### src/rtl/egress_port_sink.sv
// egress_port_sink: per-port store-and-forward sink downstream of the switch core.
//   Validates framing/header, stores packets, and rolls back and drops bad packets.
//   Latency: eop accepted to out_vld is 2 cycles on an empty FIFO. Output is first-word
//   fall-through from a registered output stage.
//   Backpressure: out_rdy stalls the output stage. ready[p] is registered from
//   ~pause[p] and free >= pkt_max_words; the core may still land one packet after ready drops.
// Ports: clk, rst_n (async active-low); rd_sop/rd_eop/rd_vld/rd_data from core;
//   pause -> ready per priority; out_sop/out_eop/out_vld/out_data/out_prio with out_rdy;
//   err_pulse on every drop.
// Optional: `define EGRESS_STATS_EN adds saturating pkt_cnt/err_cnt outputs.
module egress_port_sink #(
  parameter int data_width        = 16,
  parameter int num_of_priorities = 8,
  parameter int port_id           = 0,
  parameter int fifo_depth        = 128,
  parameter int pkt_max_words     = 64
) (
  input  logic                         clk,
  input  logic                         rst_n,
  input  logic                         rd_sop,
  input  logic                         rd_eop,
  input  logic                         rd_vld,
  input  logic [data_width-1:0]        rd_data,
  input  logic [num_of_priorities-1:0] pause,
  output logic [num_of_priorities-1:0] ready,
  output logic                         out_sop,
  output logic                         out_eop,
  output logic                         out_vld,
  output logic [data_width-1:0]        out_data,
  output logic [2:0]                   out_prio,
  input  logic                         out_rdy,
  output logic                         err_pulse
`ifdef EGRESS_STATS_EN
  ,
  output logic [15:0]                  pkt_cnt,
  output logic [15:0]                  err_cnt
`endif
);

  localparam int AW = $clog2(fifo_depth);
  localparam int PW = AW + 1;
  localparam logic [PW-1:0] DEPTH_P = PW'(fifo_depth);
  localparam logic [PW-1:0] MAXW_P  = PW'(pkt_max_words);

  typedef enum logic [1:0] {IDLE, PAYLOAD, DROP} state_t;
  state_t state, state_nxt;

  logic [data_width+1:0] mem [fifo_depth];
  logic [PW-1:0] wr_ptr, commit_ptr, rd_ptr, free;
  logic [8:0]    len_r, cnt_r;

  logic [8:0] hdr_len;
  logic [3:0] hdr_dest;
  logic       hdr_bad, pay_err;
  logic       wr_en, commit, rewind, err_now, load_hdr, cnt_inc;
  logic       ld;
  logic [data_width+1:0] rd_word;

  assign hdr_len  = rd_data[15:7];
  assign hdr_dest = rd_data[3:0];
  assign free     = DEPTH_P - (wr_ptr - rd_ptr);

  // A header is refused outright if it is misrouted, has an illegal length, or the
  // FIFO has no room even for the header word.
  assign hdr_bad = (hdr_dest != 4'(port_id)) || (hdr_len == 9'd0) ||
                   (hdr_len > 9'(pkt_max_words)) || (free == '0);

  assign pay_err = rd_sop || (free == '0) ||
                   (rd_eop  && (cnt_r + 9'd1 != len_r)) ||
                   (!rd_eop && (cnt_r + 9'd1 == len_r));

  always_ff @(posedge clk or negedge rst_n) begin
    if (!rst_n) state <= IDLE;
    else        state <= state_nxt;
  end

  always_comb begin
    state_nxt = state;
    wr_en     = 1'b0;
    commit    = 1'b0;
    rewind    = 1'b0;
    err_now   = 1'b0;
    load_hdr  = 1'b0;
    cnt_inc   = 1'b0;
    if (rd_vld) begin
      unique case (state)
        IDLE, DROP: begin
          // DROP treats a new sop exactly like IDLE does.
          if (rd_sop) begin
            if (hdr_bad) begin
              err_now   = 1'b1;
              state_nxt = rd_eop ? IDLE : DROP;
            end else if (rd_eop) begin
              // Single-word packet: legal only when the header says len==1.
              if (hdr_len == 9'd1) begin
                wr_en  = 1'b1;
                commit = 1'b1;
              end else begin
                err_now = 1'b1;
              end
              state_nxt = IDLE;
            end else begin
              wr_en     = 1'b1;
              load_hdr  = 1'b1;
              state_nxt = PAYLOAD;
            end
          end else if (state == IDLE) begin
            err_now = 1'b1;           // stray word with no sop
          end else if (rd_eop) begin
            state_nxt = IDLE;
          end
        end
        PAYLOAD: begin
          if (pay_err) begin
            err_now   = 1'b1;
            rewind    = 1'b1;
            // An early eop already ends the bad packet; nothing left to discard.
            state_nxt = rd_eop ? IDLE : DROP;
          end else begin
            wr_en   = 1'b1;
            cnt_inc = 1'b1;
            if (rd_eop) begin
              commit    = 1'b1;
              state_nxt = IDLE;
            end
          end
        end
        default: state_nxt = IDLE;
      endcase
    end
  end

  always_ff @(posedge clk) begin
    if (wr_en) mem[wr_ptr[AW-1:0]] <= {rd_sop, rd_eop, rd_data};
  end

  always_ff @(posedge clk or negedge rst_n) begin
    if (!rst_n) begin
      wr_ptr     <= '0;
      commit_ptr <= '0;
      len_r      <= '0;
      cnt_r      <= '0;
      err_pulse  <= 1'b0;
      ready      <= '0;
    end else begin
      if (rewind)     wr_ptr <= commit_ptr;
      else if (wr_en) wr_ptr <= wr_ptr + 1'b1;
      if (commit)     commit_ptr <= wr_ptr + 1'b1;
      if (load_hdr) begin
        len_r <= hdr_len;
        cnt_r <= 9'd1;
      end else if (cnt_inc) begin
        cnt_r <= cnt_r + 9'd1;
      end
      err_pulse <= err_now;
      ready     <= ~pause & {num_of_priorities{free >= MAXW_P}};
    end
  end

  // Output stage: refill whenever it is empty or its word is leaving this cycle.
  assign rd_word = mem[rd_ptr[AW-1:0]];
  assign ld      = (rd_ptr != commit_ptr) && (!out_vld || out_rdy);

  always_ff @(posedge clk or negedge rst_n) begin
    if (!rst_n) begin
      rd_ptr   <= '0;
      out_vld  <= 1'b0;
      out_sop  <= 1'b0;
      out_eop  <= 1'b0;
      out_data <= '0;
      out_prio <= '0;
    end else if (ld) begin
      rd_ptr   <= rd_ptr + 1'b1;
      out_vld  <= 1'b1;
      out_sop  <= rd_word[data_width+1];
      out_eop  <= rd_word[data_width];
      out_data <= rd_word[data_width-1:0];
      if (rd_word[data_width+1]) out_prio <= rd_word[6:4];
    end else if (out_rdy) begin
      out_vld <= 1'b0;
    end
  end

`ifdef EGRESS_STATS_EN
  always_ff @(posedge clk or negedge rst_n) begin
    if (!rst_n) begin
      pkt_cnt <= '0;
      err_cnt <= '0;
    end else begin
      if (commit  && pkt_cnt != 16'hFFFF) pkt_cnt <= pkt_cnt + 16'd1;
      if (err_now && err_cnt != 16'hFFFF) err_cnt <= err_cnt + 16'd1;
    end
  end
`endif

endmodule

### config.mk
export PLATFORM = sky130hd
export DESIGN_NAME = egress_port_sink
export DESIGN_NICKNAME = d
export VERILOG_FILES = /design/src/rtl/egress_port_sink.sv
export SDC_FILE = /design/constraint.sdc
export NUM_CORES = 2
export LEC_CHECK = 0
export CORE_MARGIN = 2
export CORE_UTILIZATION = 63
export CTS_BUF_LIST = sky130_fd_sc_hd__clkbuf_8
export DETAILED_ROUTE_END_ITERATION = 8
export PLACE_DENSITY = 0.79
export SLEW_MARGIN = 20
export SYNTH_ARGS = -nofsm -noshare
export SYNTH_HDL_FRONTEND = slang
export SYNTH_SLANG_ARGS = --single-unit
### constraint.sdc
create_clock -name clk -period 17.2 [get_ports clk]
set_input_delay 2.58 -clock clk [delete_from_list [all_inputs] [get_ports clk]]
set_output_delay 2.58 -clock clk [all_outputs]
set_load 0.05 [all_outputs]
==> flow_metrics.py <==
metrics = {
    "grt": {
        "grt-ovfl-total": 0,
        "antenna_found_initial": 12,
        "grt_max_degree": 119,
        "grt_pass1_vias": 42720,
        "grt_pass1_wl_um": 312100,
        "grt_usage_pct": 30.16,
    },
    "place": {
        "hpwlAfterDp_um": 130600,
        "routabilityCongestion": 0.9207,
        "place_worst_setup_slack_ps": 9404,
        "numPortBuffers": 60,
    },
    "pwr": {
        "power.density_mw_per_mm2": 153.9,
        "p_leak_nw": 31.68,
        "ir_drop_v": 0.0001916,
    },
    "layout": {
        "drive_above_1_share_pct": 32.20,
        "fillers": 8153,
        "layout_commonest_cell": "edfxtp_1",
        "fin_nets": 4216,
        "area_growth_pct": 10.23,
        "final_cell_mix": "2304 x edfxtp_1, 723 x mux4_2, 378 x clkbuf_8, 135 x inv_1, 126 x nor2_2",
    },
    "route": {
        "viasPerCell": 6.870,
        "drtIter0Drc": 6366,
        "vias": 43530,
        "drt_pass1_iterations": 7,
        "wirelength_um": 220000,
        "ant_nets": 0,
        "wl_met2_um": 103100,
        "wl_met3_um": 28890,
        "wire_per_inst_um": 34.72,
        "drcViolationCount": 0,
        "wl_met1_um": 80220,
        "top_layer": "met5",
    },
    "floorplan": {
        "core_area_mm2": 0.1454,
        "rows": 140,
        "start_util_pct": 63.29,
        "io_pins": 61,
        "die_w_um": 386.2,
        "die_area_mm2": 0.1491,
        "dieHeight_um": 386.2,
    },
    "logic_synthesis": {
        "synthAdderAreaFrac_pct": 0.2393,
        "ys_seq_area_share_pct": 77.22,
        "ys_warn_count": 0,
        "syn_area_per_cell_um2": 23.71,
        "synthMuxAreaShare_pct": 18.76,
        "synth_edf_count": 2304,
        "async_flop_share_pct": 3.153,
        "synth_top_family_by_area": "multiplexers",
        "syn_nets": 3928,
        "syn_inst": 3881,
        "netlist_area_mm2": 0.09202,
        "synth_cell_types": 60,
        "synth-xor-area-share_pct": 0.4759,
        "ys_ff_latch": 2379,
        "synth_compound_area_share_pct": 0.8076,
        "synth_ff_type": "edfxtp_1",
        "synth_simple_gate_area_share_pct": 1.500,
    },
    "setup_path": {
        "start_kind": "primary input",
        "crit_path_max_fanout": 77,
        "arrival_ps": 7470,
        "worstSetupPathType": "primary input to flop",
        "required_ps": 17820,
        "endpoint_kind": "flop",
    },
    "timing": {
        "setup_viol": 0,
        "finalHoldViolCount": 0,
        "drv_slew": 0,
        "hold_slack_ps": 511.0,
        "timing.fmax_mhz": 145.9,
        "layout_setup_ws_ps": 10350,
        "min_period_ps": 6854,
        "finalCritPeriodShare_pct": 39.85,
        "tns_ps": 0,
        "relSlewSlack_pct": 22.65,
        "worst_pin_slew_ps": 1160,
        "fin_skew_ps": 69.20,
        "rsz0062_at_grt": "no",
    },
    "status": {
        "status": "finished, final reports clean",
    },
    "hold_path": {
        "worstHoldPathType": "flop to flop",
    },
    "cts": {
        "clockBufferDepth": 4,
        "clock-sinks": 2379,
        "cts_resized": 0,
        "htree_levels": 5,
        "postCtsHoldBufs": 0,
        "clock_latency_ps": 1070,
        "cts_tree": "built",
        "cts_buffers": 366,
        "root_buffer": "clkbuf_8",
        "clkTransAtPathRegs_ps": 60,
        "postCtsSetupRepairBufs": 0,
    },
    "flow_run": {
        "maxCapViolations": 0,
    },
}
==> sequential cells by signal (all words and copies together) (netlist names), 2 cells and up <==
| register | cells |
|---|---|
| mem | 2304 |
| out_data | 16 |
| cnt_r | 9 |
| len_r | 9 |
| commit_ptr | 8 |
| rd_ptr | 8 |
| ready | 8 |
| wr_ptr | 8 |
| out_prio | 3 |
| state | 2 |
==> area by class of cell <==
cell class                 instances  area (um^2)  area share (%)
multi-input combinational       1282        20400           20.11
clock buffer                     378         5202           5.129
antenna                            4        10.01        0.009868
tap                             1917         2399           2.365
timing repair buffer             120         1094           1.078
sequential                      2379        71080           70.07
clock inverter                   237         1179           1.162
inverter                          20        77.57         0.07648
==> critical path, cell delays in order <==
cell	delay [ps]
buf_4	360
or4_4	690
o31a_1	270
or4_4	520
or2_4	290
a21oi_4	480
nand4_4	930
nor2_2	1220
==> cells in the mapped netlist, types with 2 or more instances <==
cell,n,share of area [%]
a221oi_1,2,0.019
edfxtp_1,2304,75
nand4b_1,3,0.029
o21ai_1,11,0.060
o221ai_1,3,0.029
a21oi_1,5,0.027
nand3_1,20,0.11
a221o_1,13,0.14
nand3_4,2,0.038
a22oi_1,2,0.016
and2_1,4,0.027
inv_1,19,0.078
mux2_2,54,0.66
mux4_2,723,18
or3_1,3,0.020
mux2i_1,36,0.39
and3_1,4,0.027
nor4_1,2,0.014
xor2_1,12,0.11
a31oi_1,4,0.027
or4_4,2,0.024
ha_1,16,0.22
o22ai_1,13,0.088
nand4_1,3,0.020
a22o_1,2,0.019
clkbuf_1,106,0.43
buf_1,29,0.12
o211ai_1,5,0.041
buf_2,62,0.34
nand2b_1,2,0.014
nor3b_1,2,0.016
nor2_1,163,0.66
nor2b_1,3,0.020
dfrtp_1,75,2.0
a211oi_1,4,0.033
buf_4,3,0.024
nand2_1,62,0.25
a21o_1,2,0.016
nor3_1,13,0.071
xnor2_1,38,0.36
o21ai_0,27,0.15
nand4_4,5,0.12
==> power by group <==
part / internal [mW] / switching (mW)
logic: 2.13 / 2.63
clock network: 2.15 / 2.07
registers: 6.42 / 0.198
total: 10.7 / 4.90
==> cells by family (layout without fill, tap and decap cells) <==
logic type / Yosys count / after routing
multiplexers: 814 / 814
buffers and inverters: 220 / 755
other: 0 / 4
AO/OA/AOI/OAI: 104 / 104
XOR/XNOR: 50 / 50
flip-flops: 2379 / 2379
AND/OR/NAND/NOR: 297 / 297
adder cells (fa/ha/maj): 17 / 17
==> metal layers <==
layer,GRT usage (%),vias up
met3,8.271,412
met2,45.02,3134
met4,10.29,6
met1,44.08,22790
met5,0.6173,-
li1,-,17200
==> worst paths after layout <==
check	cells past startpoint	end	from	slack, ps
max reg2reg	9	out_data[6]	rd_ptr[0]	10560
min in group asynchronous	1	ready[2]	rst_n	1400
min	1	len_r[8]	len_r[8]	510
max in group asynchronous	2	rd_ptr[3]	rst_n	14580
max	8	mem[2][16]	rd_data[10]	10350
min reg2reg	1	len_r[8]	len_r[8]	510
==> metrics by stage <==
step                instances  power (mW)  utilization (%)  instance area, um^2
floorplan                3881       9.804                -                92020
global placement         5717       11.39            65.35                95010
detailed placement       5717       11.47            65.35                95010
CTS                      6332       15.63            69.73               101400
global route             6334       16.06            69.76               101400
finish                   6337       15.61            69.77               101400
Power figures use the tool's default switching activity.
